`src/rtl/gcd_pkg.sv`:
```
// -----------------------------------------------------------------------------
// gcd_pkg
//   Shared definitions for the GCD traffic client:
//     - state_t : FSM state encoding (IDLE/SEND/WAIT/DONE)
//     - LFSR_TAPS, DEFAULT_SEED : operand generator constants
//     - sat_inc16 : saturating 16-bit increment used by the latency logic
// -----------------------------------------------------------------------------
package gcd_pkg;

    typedef enum logic [1:0] {
        IDLE = 2'd0,
        SEND = 2'd1,
        WAIT = 2'd2,
        DONE = 2'd3
    } state_t;

    localparam logic [31:0] LFSR_TAPS    = 32'h8020_0003;
    localparam logic [31:0] DEFAULT_SEED = 32'h0000_0001;

    function automatic logic [15:0] sat_inc16(input logic [15:0] v);
        return (v == 16'hFFFF) ? v : v + 16'd1;
    endfunction

endpackage

```
`src/rtl/gcd_client_if.sv`:
```
// -----------------------------------------------------------------------------
// gcd_client_if
//   Operand and result channels between the traffic client (master) and the
//   GCD unit (slave).
//
//   Handshake: each channel is a val/rdy pair. A transfer ("fire") happens on
//   a rising clock edge where val and rdy are both high. The producer keeps
//   val and its data stable until the fire; the consumer may raise or lower
//   rdy freely and must not depend on it combinationally from val.
//
//   Ports (master view):
//     operands_val / operands_bits_A / operands_bits_B : out
//     operands_rdy                                     : in
//     result_val / result_bits                         : in
//     result_rdy                                       : out
// -----------------------------------------------------------------------------
interface gcd_client_if #(
    parameter int W = 16
);
    logic         operands_val;
    logic         operands_rdy;
    logic [W-1:0] operands_bits_A;
    logic [W-1:0] operands_bits_B;
    logic         result_val;
    logic         result_rdy;
    logic [W-1:0] result_bits;

    modport master (
        output operands_val, operands_bits_A, operands_bits_B, result_rdy,
        input  operands_rdy, result_val, result_bits
    );

    modport slave (
        input  operands_val, operands_bits_A, operands_bits_B, result_rdy,
        output operands_rdy, result_val, result_bits
    );
endinterface

```
`src/rtl/gcd_lfsr.sv`:
```
// -----------------------------------------------------------------------------
// gcd_lfsr
//   32-bit Galois LFSR, right-shifting, taps LFSR_TAPS. Steps once per cycle
//   in which adv is high; reloads SEED on reset so runs are repeatable.
//
//   Ports:
//     clk   : in  clock
//     reset : in  synchronous, active-high
//     adv   : in  advance one step
//     q     : out current LFSR state
// -----------------------------------------------------------------------------
module gcd_lfsr
    import gcd_pkg::*;
#(
    parameter logic [31:0] SEED = DEFAULT_SEED
) (
    input  logic        clk,
    input  logic        reset,
    input  logic        adv,
    output logic [31:0] q
);

    logic [31:0] r_q;

    always_ff @(posedge clk) begin
        if (reset) begin
            r_q <= SEED;
        end else if (adv) begin
            // Bit shifted out of the LSB feeds back through the tap mask.
            r_q <= {1'b0, r_q[31:1]} ^ (r_q[0] ? LFSR_TAPS : 32'h0);
        end
    end

    assign q = r_q;

endmodule

```
`src/rtl/gcd_client.sv`:
```
// -----------------------------------------------------------------------------
// gcd_client
//   Traffic initiator/sink for the GCD unit. On start it sends NUM_REQ operand
//   pairs drawn from an LFSR, one transaction outstanding at a time, and
//   consumes each result. Tracks request/response counts, a wrapping checksum
//   of results and the worst fire-to-fire latency (saturating).
//
//   Parameters: W (operand width, 1..16), NUM_REQ (0..65535), SEED (non-zero).
//
//   Optional feature (macro GCD_CLIENT_RDY_THROTTLE_EN): a free-running toggle
//   gates result_rdy so results are accepted only on alternate cycles.
//
//   Ports:
//     clk, reset        : clock, synchronous active-high reset
//     start             : in  one-cycle pulse, begins a run from IDLE/DONE
//     busy / done       : out run in progress / run finished
//     gcd               : operand and result channels (master modport)
//     req_count         : out operand fires this run
//     resp_count        : out result fires this run
//     checksum          : out sum of accepted results mod 2^W
//     max_latency       : out worst operand-fire to result-fire latency
//     dbg_state         : out current FSM state
// -----------------------------------------------------------------------------
module gcd_client
    import gcd_pkg::*;
#(
    parameter int          W       = 16,
    parameter int          NUM_REQ = 16,
    parameter logic [31:0] SEED    = DEFAULT_SEED
) (
    input  logic                clk,
    input  logic                reset,
    input  logic                start,
    output logic                busy,
    output logic                done,
    gcd_client_if.master        gcd,
    output logic [15:0]         req_count,
    output logic [15:0]         resp_count,
    output logic [W-1:0]        checksum,
    output logic [15:0]         max_latency,
    output state_t              dbg_state
);

    localparam logic [16:0] NUM_REQ_L = 17'(NUM_REQ);

    state_t       r_state;
    logic         r_busy;
    logic         r_done;
    logic         r_op_val;
    logic [15:0]  r_req_count;
    logic [15:0]  r_resp_count;
    logic [W-1:0] r_checksum;
    logic [15:0]  r_max_lat;
    logic [15:0]  r_lat;

    logic [31:0]  w_lfsr;
    logic         w_res_rdy;
    logic         w_op_fire;
    logic         w_res_fire;
    logic [15:0]  w_lat_plus1;
    logic         w_last;

    gcd_lfsr #(.SEED(SEED)) u_lfsr (
        .clk   (clk),
        .reset (reset),
        .adv   (w_op_fire),
        .q     (w_lfsr)
    );

`ifdef GCD_CLIENT_RDY_THROTTLE_EN
    logic r_toggle;

    always_ff @(posedge clk) begin
        if (reset) begin
            r_toggle <= 1'b0;
        end else begin
            r_toggle <= ~r_toggle;
        end
    end

    assign w_res_rdy = (r_state == WAIT) && r_toggle;
`else
    assign w_res_rdy = (r_state == WAIT);
`endif

    // r_op_val is only ever high in SEND, so it doubles as the SEND qualifier.
    assign w_op_fire   = r_op_val && gcd.operands_rdy;
    assign w_res_fire  = w_res_rdy && gcd.result_val;
    // Latency counts the fire cycle itself, hence +1 on top of the wait count.
    assign w_lat_plus1 = sat_inc16(r_lat);
    assign w_last      = ({1'b0, r_resp_count} + 17'd1) >= NUM_REQ_L;

    always_ff @(posedge clk) begin
        if (reset) begin
            r_state      <= IDLE;
            r_busy       <= 1'b0;
            r_done       <= 1'b0;
            r_op_val     <= 1'b0;
            r_req_count  <= 16'd0;
            r_resp_count <= 16'd0;
            r_checksum   <= '0;
            r_max_lat    <= 16'd0;
            r_lat        <= 16'd0;
        end else begin
            case (r_state)
                IDLE, DONE: begin
                    if (start) begin
                        r_req_count  <= 16'd0;
                        r_resp_count <= 16'd0;
                        r_checksum   <= '0;
                        r_max_lat    <= 16'd0;
                        r_lat        <= 16'd0;
                        if (NUM_REQ_L == 17'd0) begin
                            // Empty run: straight to DONE, busy never rises.
                            r_state  <= DONE;
                            r_busy   <= 1'b0;
                            r_done   <= 1'b1;
                        end else begin
                            r_state  <= SEND;
                            r_busy   <= 1'b1;
                            r_done   <= 1'b0;
                            r_op_val <= 1'b1;
                        end
                    end
                end

                SEND: begin
                    if (w_op_fire) begin
                        r_req_count <= r_req_count + 16'd1;
                        r_lat       <= 16'd0;
                        r_op_val    <= 1'b0;
                        r_state     <= WAIT;
                    end
                end

                WAIT: begin
                    if (w_res_fire) begin
                        r_resp_count <= r_resp_count + 16'd1;
                        r_checksum   <= r_checksum + gcd.result_bits;
                        if (w_lat_plus1 > r_max_lat) begin
                            r_max_lat <= w_lat_plus1;
                        end
                        if (w_last) begin
                            r_state <= DONE;
                            r_busy  <= 1'b0;
                            r_done  <= 1'b1;
                        end else begin
                            r_state  <= SEND;
                            r_op_val <= 1'b1;
                        end
                    end else begin
                        r_lat <= sat_inc16(r_lat);
                    end
                end

                default: begin
                    r_state <= IDLE;
                end
            endcase
        end
    end

    assign busy                = r_busy;
    assign done                = r_done;
    assign gcd.operands_val    = r_op_val;
    assign gcd.operands_bits_A = w_lfsr[W-1:0];
    assign gcd.operands_bits_B = w_lfsr[W+15:16];
    assign gcd.result_rdy      = w_res_rdy;
    assign req_count           = r_req_count;
    assign resp_count          = r_resp_count;
    assign checksum            = r_checksum;
    assign max_latency         = r_max_lat;
    assign dbg_state           = r_state;

endmodule
```
`src/flat_wrapper.sv`:
```
// flat-port wrapper written by rule: the top's interface ports become plain ports
module gcd_client_flat import gcd_pkg::*;
#(
    parameter int          W       = 16,
    parameter int          NUM_REQ = 16,
    parameter logic [31:0] SEED    = DEFAULT_SEED
)
  (clk, reset, start, busy, done, req_count, resp_count, checksum, max_latency, dbg_state, gcd_operands_val, gcd_operands_bits_A, gcd_operands_bits_B, gcd_result_rdy, gcd_operands_rdy, gcd_result_val, gcd_result_bits);
  gcd_client_if #(.W(W)) gcd_i ();
  input  logic clk;
  input  logic reset;
  input  logic start;
  output logic busy;
  output logic done;
  output logic [15:0] req_count;
  output logic [15:0] resp_count;
  output logic [W-1:0] checksum;
  output logic [15:0] max_latency;
  output state_t dbg_state;
  output wire logic [$bits(gcd_i.operands_val)-1:0] gcd_operands_val;
  output wire logic [$bits(gcd_i.operands_bits_A)-1:0] gcd_operands_bits_A;
  output wire logic [$bits(gcd_i.operands_bits_B)-1:0] gcd_operands_bits_B;
  output wire logic [$bits(gcd_i.result_rdy)-1:0] gcd_result_rdy;
  input wire logic [$bits(gcd_i.operands_rdy)-1:0] gcd_operands_rdy;
  input wire logic [$bits(gcd_i.result_val)-1:0] gcd_result_val;
  input wire logic [$bits(gcd_i.result_bits)-1:0] gcd_result_bits;
  assign gcd_operands_val = gcd_i.operands_val;
  assign gcd_operands_bits_A = gcd_i.operands_bits_A;
  assign gcd_operands_bits_B = gcd_i.operands_bits_B;
  assign gcd_result_rdy = gcd_i.result_rdy;
  assign gcd_i.operands_rdy = gcd_operands_rdy;
  assign gcd_i.result_val = gcd_result_val;
  assign gcd_i.result_bits = gcd_result_bits;
  gcd_client #(.W(W), .NUM_REQ(NUM_REQ), .SEED(SEED)) u_core (.clk(clk), .reset(reset), .start(start), .busy(busy), .done(done), .gcd(gcd_i), .req_count(req_count), .resp_count(resp_count), .checksum(checksum), .max_latency(max_latency), .dbg_state(dbg_state));
endmodule
```
`config.mk`:
```
export PLATFORM = sky130hd
export DESIGN_NAME = gcd_client_flat
export DESIGN_NICKNAME = d
export VERILOG_FILES = /design/src/rtl/gcd_pkg.sv /design/src/rtl/gcd_client_if.sv /design/src/rtl/gcd_lfsr.sv /design/src/rtl/gcd_client.sv /design/src/flat_wrapper.sv
export SDC_FILE = /design/constraint.sdc
export NUM_CORES = 1
export LEC_CHECK = 0
export BUFFER_PORTS_ARGS = -buffer_cell sky130_fd_sc_hd__clkbuf_2
export CORE_MARGIN = 10
export CORE_UTILIZATION = 60
export CTS_BUF_LIST = sky130_fd_sc_hd__clkbuf_16
export CTS_CLUSTER_SIZE = 20
export DETAILED_ROUTE_END_ITERATION = 8
export GPL_ROUTABILITY_DRIVEN = 0
export PLACE_DENSITY = 0.86
export SYNTH_ARGS = -nofsm -noshare
export SYNTH_HDL_FRONTEND = slang
export SYNTH_SLANG_ARGS = --single-unit
```
`constraint.sdc`:
```
create_clock -name clk -period 9.8 [get_ports clk]
set_input_delay 0.98 -clock clk [delete_from_list [all_inputs] [get_ports clk]]
set_output_delay 0.98 -clock clk [all_outputs]
set_load 0.01 [all_outputs]
```
==> impl_results.html <==
<table>
<tr><th>Metric</th><th>Value</th></tr>
<tr><th colspan="2">Critical path</th></tr>
<tr><td>Path type of the worst setup path</td><td>reg -&gt; reg</td></tr>
<tr><td>Crit Reg-Reg Startpoint</td><td>u_core.r_lat[0]$_SDFFE_PP0P_</td></tr>
<tr><td>Worst endpoint required time</td><td>10080 ps</td></tr>
<tr><td>Reg-to-reg endpoint</td><td>u_core.max_latency[11]$_SDFFE_PP0P_</td></tr>
<tr><td>R2R depth</td><td>14</td></tr>
<tr><td>Crit-path max FO</td><td>15</td></tr>
<tr><td>Category of the worst setup path launch point</td><td>register</td></tr>
<tr><td>Worst setup EP type</td><td>register</td></tr>
<tr><td>Reg2Reg Setup Slack</td><td>5480 ps</td></tr>
<tr><td>Arrival time reported for the critical path endpoint</td><td>4590 ps</td></tr>
<tr><th colspan="2">STA</th></tr>
<tr><td>Min cycle time layout</td><td>4320 ps</td></tr>
<tr><td>Hold Fails Final Rpt</td><td>0</td></tr>
<tr><td>Worst hold slack after final layout</td><td>467 ps</td></tr>
<tr><td>Clock tree skew after final layout</td><td>8.99 ps</td></tr>
<tr><td>Max Clock Freq</td><td>0.232 GHz</td></tr>
<tr><td>Setup repair after global routing missed its margin</td><td>no</td></tr>
<tr><td>Worst-margin pin slew</td><td>1200 ps</td></tr>
<tr><td>Crit share post-route</td><td>44.1%</td></tr>
<tr><td>Final sum of negative setup slack</td><td>0 ps</td></tr>
<tr><td>Least setup slack across all paths after layout</td><td>5480 ps</td></tr>
<tr><td>Rel. slew slack</td><td>20.3%</td></tr>
<tr><td>Setup-failing EPs final</td><td>0</td></tr>
<tr><td>Final max-slew violation count</td><td>0</td></tr>
<tr><th colspan="2">Synth</th></tr>
<tr><td>Post-Synthesis Mean Instance Area</td><td>8.04 µm²</td></tr>
<tr><td>Count of different cell masters after synthesis</td><td>64</td></tr>
<tr><td>Fraction of the yosys area taken by sequential cells</td><td>36.7%</td></tr>
<tr><td>Post-synthesis xor/xnor area fraction</td><td>5.36%</td></tr>
<tr><td>Most instantiated flip-flop cell in the synthesis netlist</td><td>sky130_fd_sc_hd__dfxtp_1</td></tr>
<tr><td>Largest family of logic cells by synthesized area</td><td>compound AO/OA/AOI/OAI gates</td></tr>
<tr><td>Post-Syn Area</td><td>0.00638 mm²</td></tr>
<tr><td>Synth Area in Simple Gates</td><td>21.6%</td></tr>
<tr><td>Syn Nets</td><td>853</td></tr>
<tr><td>Fraction of the mapped netlist area in compound gates</td><td>23.2%</td></tr>
<tr><td>Share of synthesized cell area in full adder, half adder and majority cells</td><td>7.77%</td></tr>
<tr><td>Number of synthesized register bits</td><td>117</td></tr>
<tr><td>Post-synthesis async set-or-reset flop share</td><td>0%</td></tr>
<tr><td>Number of flops mapped to enable cells by yosys</td><td>0</td></tr>
<tr><td>Multiplexer area fraction after synthesis</td><td>0.962%</td></tr>
<tr><td>Number of warning messages in the yosys log</td><td>0</td></tr>
<tr><td>Post-synthesis cell count</td><td>793</td></tr>
<tr><th colspan="2">Cells and area</th></tr>
<tr><td>Most common cell after layout, fill and taps aside</td><td>sky130_fd_sc_hd__clkbuf_2</td></tr>
<tr><td>Filler instances</td><td>745</td></tr>
<tr><td>Area Overhead vs Synth</td><td>20.4%</td></tr>
<tr><td>Inserted Diodes</td><td>0</td></tr>
<tr><td>Most frequent cells in the layout</td><td>sky130_fd_sc_hd__clkbuf_2 (121), sky130_fd_sc_hd__dfxtp_1 (117), sky130_fd_sc_hd__nand2_1 (108)</td></tr>
<tr><td>Number of nets at the end of the flow</td><td>959</td></tr>
<tr><td>Core Util, Final</td><td>74.4%</td></tr>
<tr><td>Footprint of the multi-input gates</td><td>0.00375 mm²</td></tr>
<tr><td>Area used by sequential logic in the layout</td><td>0.00234 mm²</td></tr>
<tr><td>Ratio of cells with drive above 1 in the final layout</td><td>19.3%</td></tr>
<tr><th colspan="2">Pwr</th></tr>
<tr><td>Combinational Power Share</td><td>14.2%</td></tr>
<tr><td>Relative contribution of sequential cells to total power</td><td>35.8%</td></tr>
<tr><td>Sw Share</td><td>28.3%</td></tr>
<tr><td>Leakage power</td><td>3.21 nW</td></tr>
<tr><td>Reported net switching power</td><td>0.000389 W</td></tr>
<tr><td>P per Cell Area</td><td>179 mW/mm²</td></tr>
<tr><td>IR Drop Worst-Case VDD</td><td>0.109 mV</td></tr>
<tr><td>Clock network power share</td><td>50.0%</td></tr>
<tr><td>Internal power component</td><td>0.000987 W</td></tr>
<tr><th colspan="2">Clocking</th></tr>
<tr><td>Cts hold-fix bufs</td><td>0</td></tr>
<tr><td>Clock sink total</td><td>117</td></tr>
<tr><td>Number of clock buffers inserted by TritonCTS</td><td>17</td></tr>
<tr><td>Root buf cell</td><td>sky130_fd_sc_hd__clkbuf_16</td></tr>
<tr><td>Maximum buffer depth of the clock tree</td><td>2</td></tr>
<tr><td>Post-cts repair resize count</td><td>0</td></tr>
<tr><td>Clock edge transition at the registers on the reported setup and hold paths</td><td>60 ps</td></tr>
<tr><td>Number of post-CTS setup repair buffers</td><td>0</td></tr>
<tr><td>CTS H-Tree Depth</td><td>4</td></tr>
<tr><td>Clock tree from TritonCTS</td><td>yes</td></tr>
<tr><td>Insertion delay to the later sink of the worst-skew pair</td><td>400 ps</td></tr>
<tr><th colspan="2">GRT</th></tr>
<tr><td>Maximum number of pins on one net before global-route repair</td><td>96</td></tr>
<tr><td>Global-route wire length before repair</td><td>28.8 mm</td></tr>
<tr><td>Number of global-route vias before repair</td><td>5904</td></tr>
<tr><td>Overall overflow remaining after global route</td><td>0</td></tr>
<tr><td>GR Util All Layers</td><td>23.0%</td></tr>
<tr><td>Initial antenna violation count</td><td>0</td></tr>
<tr><th colspan="2">Floorplan</th></tr>
<tr><td>Overall die width</td><td>123 µm</td></tr>
<tr><td>Number of top-level pins</td><td>123</td></tr>
<tr><td>Starting Density</td><td>61.8%</td></tr>
<tr><td>Cell row count</td><td>37</td></tr>
<tr><td>Core Region</td><td>0.0103 mm²</td></tr>
<tr><td>Floorplan die height</td><td>123 µm</td></tr>
<tr><td>Overall die area</td><td>0.0151 mm²</td></tr>
<tr><th colspan="2">Placed design</th></tr>
<tr><td>DP Wirelength</td><td>11.7 mm</td></tr>
<tr><td>Worst-case setup slack after placement</td><td>5730 ps</td></tr>
<tr><td>Count of port buffers added during placement</td><td>122</td></tr>
<tr><th colspan="2">Detailed routing</th></tr>
<tr><td>Detailed-route via count</td><td>6251</td></tr>
<tr><td>Total routed wirelength</td><td>17.6 mm</td></tr>
<tr><td>Drt first pass iters</td><td>6</td></tr>
<tr><td>Mean routed wirelength per cell</td><td>16.8 µm</td></tr>
<tr><td>DRC violation count after routing</td><td>0</td></tr>
<tr><td>Vias per Instance</td><td>5.96</td></tr>
<tr><td>Number of antenna-violating nets in the routed design</td><td>0</td></tr>
<tr><td>First-iteration detailed-routing DRC count</td><td>636</td></tr>
<tr><th colspan="2">Worst hold path</th></tr>
<tr><td>Startpoint of the most critical hold path</td><td>u_core.u_lfsr.q[9]$_SDFFE_PP0P_</td></tr>
<tr><td>Type of the most critical hold path</td><td>reg -&gt; reg</td></tr>
<tr><td>Count of cells along the worst hold path</td><td>2</td></tr>
<tr><td>Endpoint of the worst hold-timing path</td><td>u_core.u_lfsr.q[8]$_SDFFE_PP0P_</td></tr>
<tr><th colspan="2">Status</th></tr>
<tr><td>Run status</td><td>finished, final reports clean</td></tr>
<tr><th colspan="2">Job</th></tr>
<tr><td>Total of max-cap violations</td><td>0</td></tr>
</table>
-- how the worst max path moves through the flow --
stage / from / end / slack, ps / depth (start not counted)
3_5_place_dp: u_core.r_lat[0]$_SDFFE_PP0P_ / u_core.max_latency[0]$_SDFFE_PP0P_ / 5730 / 14
4_1_cts: u_core.r_lat[0]$_SDFFE_PP0P_ / u_core.max_latency[15]$_SDFFE_PP0P_ / 5580 / 14
6_report: u_core.r_lat[0]$_SDFFE_PP0P_ / u_core.max_latency[11]$_SDFFE_PP0P_ / 5480 / 14
3_3_place_gp: u_core.r_lat[0]$_SDFFE_PP0P_ / u_core.max_latency[11]$_SDFFE_PP0P_ / 5870 / 14
5_1_grt: u_core.r_lat[0]$_SDFFE_PP0P_ / u_core.max_latency[11]$_SDFFE_PP0P_ / 5130 / 14
2_1_floorplan: u_core.r_lat[8]$_SDFFE_PP0P_ / u_core.max_latency[4]$_SDFFE_PP0P_ / 6610 / 14
-- power by group through the flow --
| stage | Clock (W) | Combinational, W | Sequential, W |
|---|---|---|---|
| detailed placement | 0 | 0.000188 | 0.000503 |
| finish | 0.000687 | 0.000195 | 0.000493 |
| global placement | 0 | 0.000185 | 0.000503 |
| CTS | 0.000691 | 0.000193 | 0.000493 |
| global route | 0.000713 | 0.000213 | 0.000495 |
| floorplan | 0 | 0.000133 | 0.000506 |
-- layer usage --
metal / share of wire (%) / GRT usage, %
met1: 41 / 28.3
met2: 49 / 38.7
met3: 8.2 / 5.83
met4: 1.2 / 6.84
met5: 0 / 0
-- sequential cells by signal (all words and copies together) (netlist names) --
name                     flops
u_core.busy                  1
u_core.checksum             16
u_core.dbg_state             2
u_core.done                  1
u_core.gcd.operands_val      1
u_core.max_latency          16
u_core.r_lat                16
u_core.req_count            16
u_core.resp_count           16
u_core.u_lfsr.q             32
-- kinds of logic after synthesis --
group                      Yosys count
muxes                                6
and+or+nand+nor                    296
AOI/OAI and AO/OA                  226
adders and majority gates           39
DFF                                117
xor gates and xnor gates            39
buffers and inverters               70
-- cell usage after synthesis (3+ instances only) --
| master | number | area share, % |
|---|---|---|
| sky130_fd_sc_hd__dfxtp_1 | 117 | 37 |
| sky130_fd_sc_hd__nand2_1 | 108 | 6.4 |
| sky130_fd_sc_hd__a21oi_1 | 84 | 6.6 |
| sky130_fd_sc_hd__nor2_1 | 79 | 4.7 |
| sky130_fd_sc_hd__ha_1 | 38 | 7.5 |
| sky130_fd_sc_hd__o21ai_0 | 31 | 2.4 |
| sky130_fd_sc_hd__inv_1 | 30 | 1.8 |
| sky130_fd_sc_hd__clkbuf_1 | 28 | 1.6 |
| sky130_fd_sc_hd__nand3_1 | 26 | 2.0 |
| sky130_fd_sc_hd__xnor2_1 | 22 | 3.0 |
| sky130_fd_sc_hd__nand4_1 | 21 | 2.1 |
| sky130_fd_sc_hd__a22oi_1 | 18 | 2.1 |
| sky130_fd_sc_hd__xor2_1 | 17 | 2.3 |
| sky130_fd_sc_hd__and3_1 | 13 | 1.3 |
| sky130_fd_sc_hd__a21o_1 | 11 | 1.3 |
| sky130_fd_sc_hd__nor3_1 | 11 | 0.86 |
| sky130_fd_sc_hd__a211oi_1 | 10 | 1.2 |
| sky130_fd_sc_hd__o31ai_1 | 10 | 1.2 |
| sky130_fd_sc_hd__buf_2 | 8 | 0.63 |
| sky130_fd_sc_hd__a211o_1 | 7 | 0.96 |
| sky130_fd_sc_hd__a31oi_1 | 6 | 0.59 |
| sky130_fd_sc_hd__o21a_1 | 6 | 0.71 |
| sky130_fd_sc_hd__o21bai_1 | 6 | 0.71 |
| sky130_fd_sc_hd__or3_1 | 6 | 0.59 |
| sky130_fd_sc_hd__and2_1 | 5 | 0.49 |
| sky130_fd_sc_hd__mux2i_1 | 5 | 0.78 |
| sky130_fd_sc_hd__nand2b_1 | 5 | 0.49 |
| sky130_fd_sc_hd__o211ai_1 | 5 | 0.59 |
| sky130_fd_sc_hd__a22o_1 | 4 | 0.55 |
| sky130_fd_sc_hd__a311oi_1 | 4 | 0.55 |
| sky130_fd_sc_hd__nor2b_1 | 4 | 0.39 |
| sky130_fd_sc_hd__nand3b_1 | 3 | 0.35 |
| sky130_fd_sc_hd__o41ai_1 | 3 | 0.41 |
| sky130_fd_sc_hd__or2_2 | 3 | 0.29 |
-- metrics by stage --
stage                     cell area, µm²  cells  power [W]
after floorplan                     6380    793   0.000639
after global placement              7030   1016   0.000688
after detailed placement            7030   1016   0.000692
after CTS                           7680   1048    0.00138
after global routing                7680   1048    0.00142
final                               7680   1048    0.00138
-- worst max-delay path, stage by stage, from the launching register on --
cell                        delay [ps]
sky130_fd_sc_hd__dfxtp_1           450
sky130_fd_sc_hd__ha_1              260
sky130_fd_sc_hd__nand4_1           120
sky130_fd_sc_hd__or2_1             310
sky130_fd_sc_hd__o211ai_1          220
sky130_fd_sc_hd__xor2_1            240
sky130_fd_sc_hd__inv_1              90
sky130_fd_sc_hd__ha_1              310
sky130_fd_sc_hd__a21o_1            120
sky130_fd_sc_hd__a21oi_1            60
sky130_fd_sc_hd__o21ai_0           190
sky130_fd_sc_hd__a21oi_1           140
sky130_fd_sc_hd__o2111ai_1         890
sky130_fd_sc_hd__nand2_1           380
sky130_fd_sc_hd__o41ai_1           420
-- area by class of cell --
cell class	count	area share, %
Clock buffer	17	5.54
Clock inverter	15	2.97
Inverter	31	1.52
Multi-Input combinational cell	606	48.9
Sequential cell	117	30.5
Tap cell	136	2.22
Timing Repair Buffer	126	8.38
Note: power is estimated with default switching activity, not from simulation.
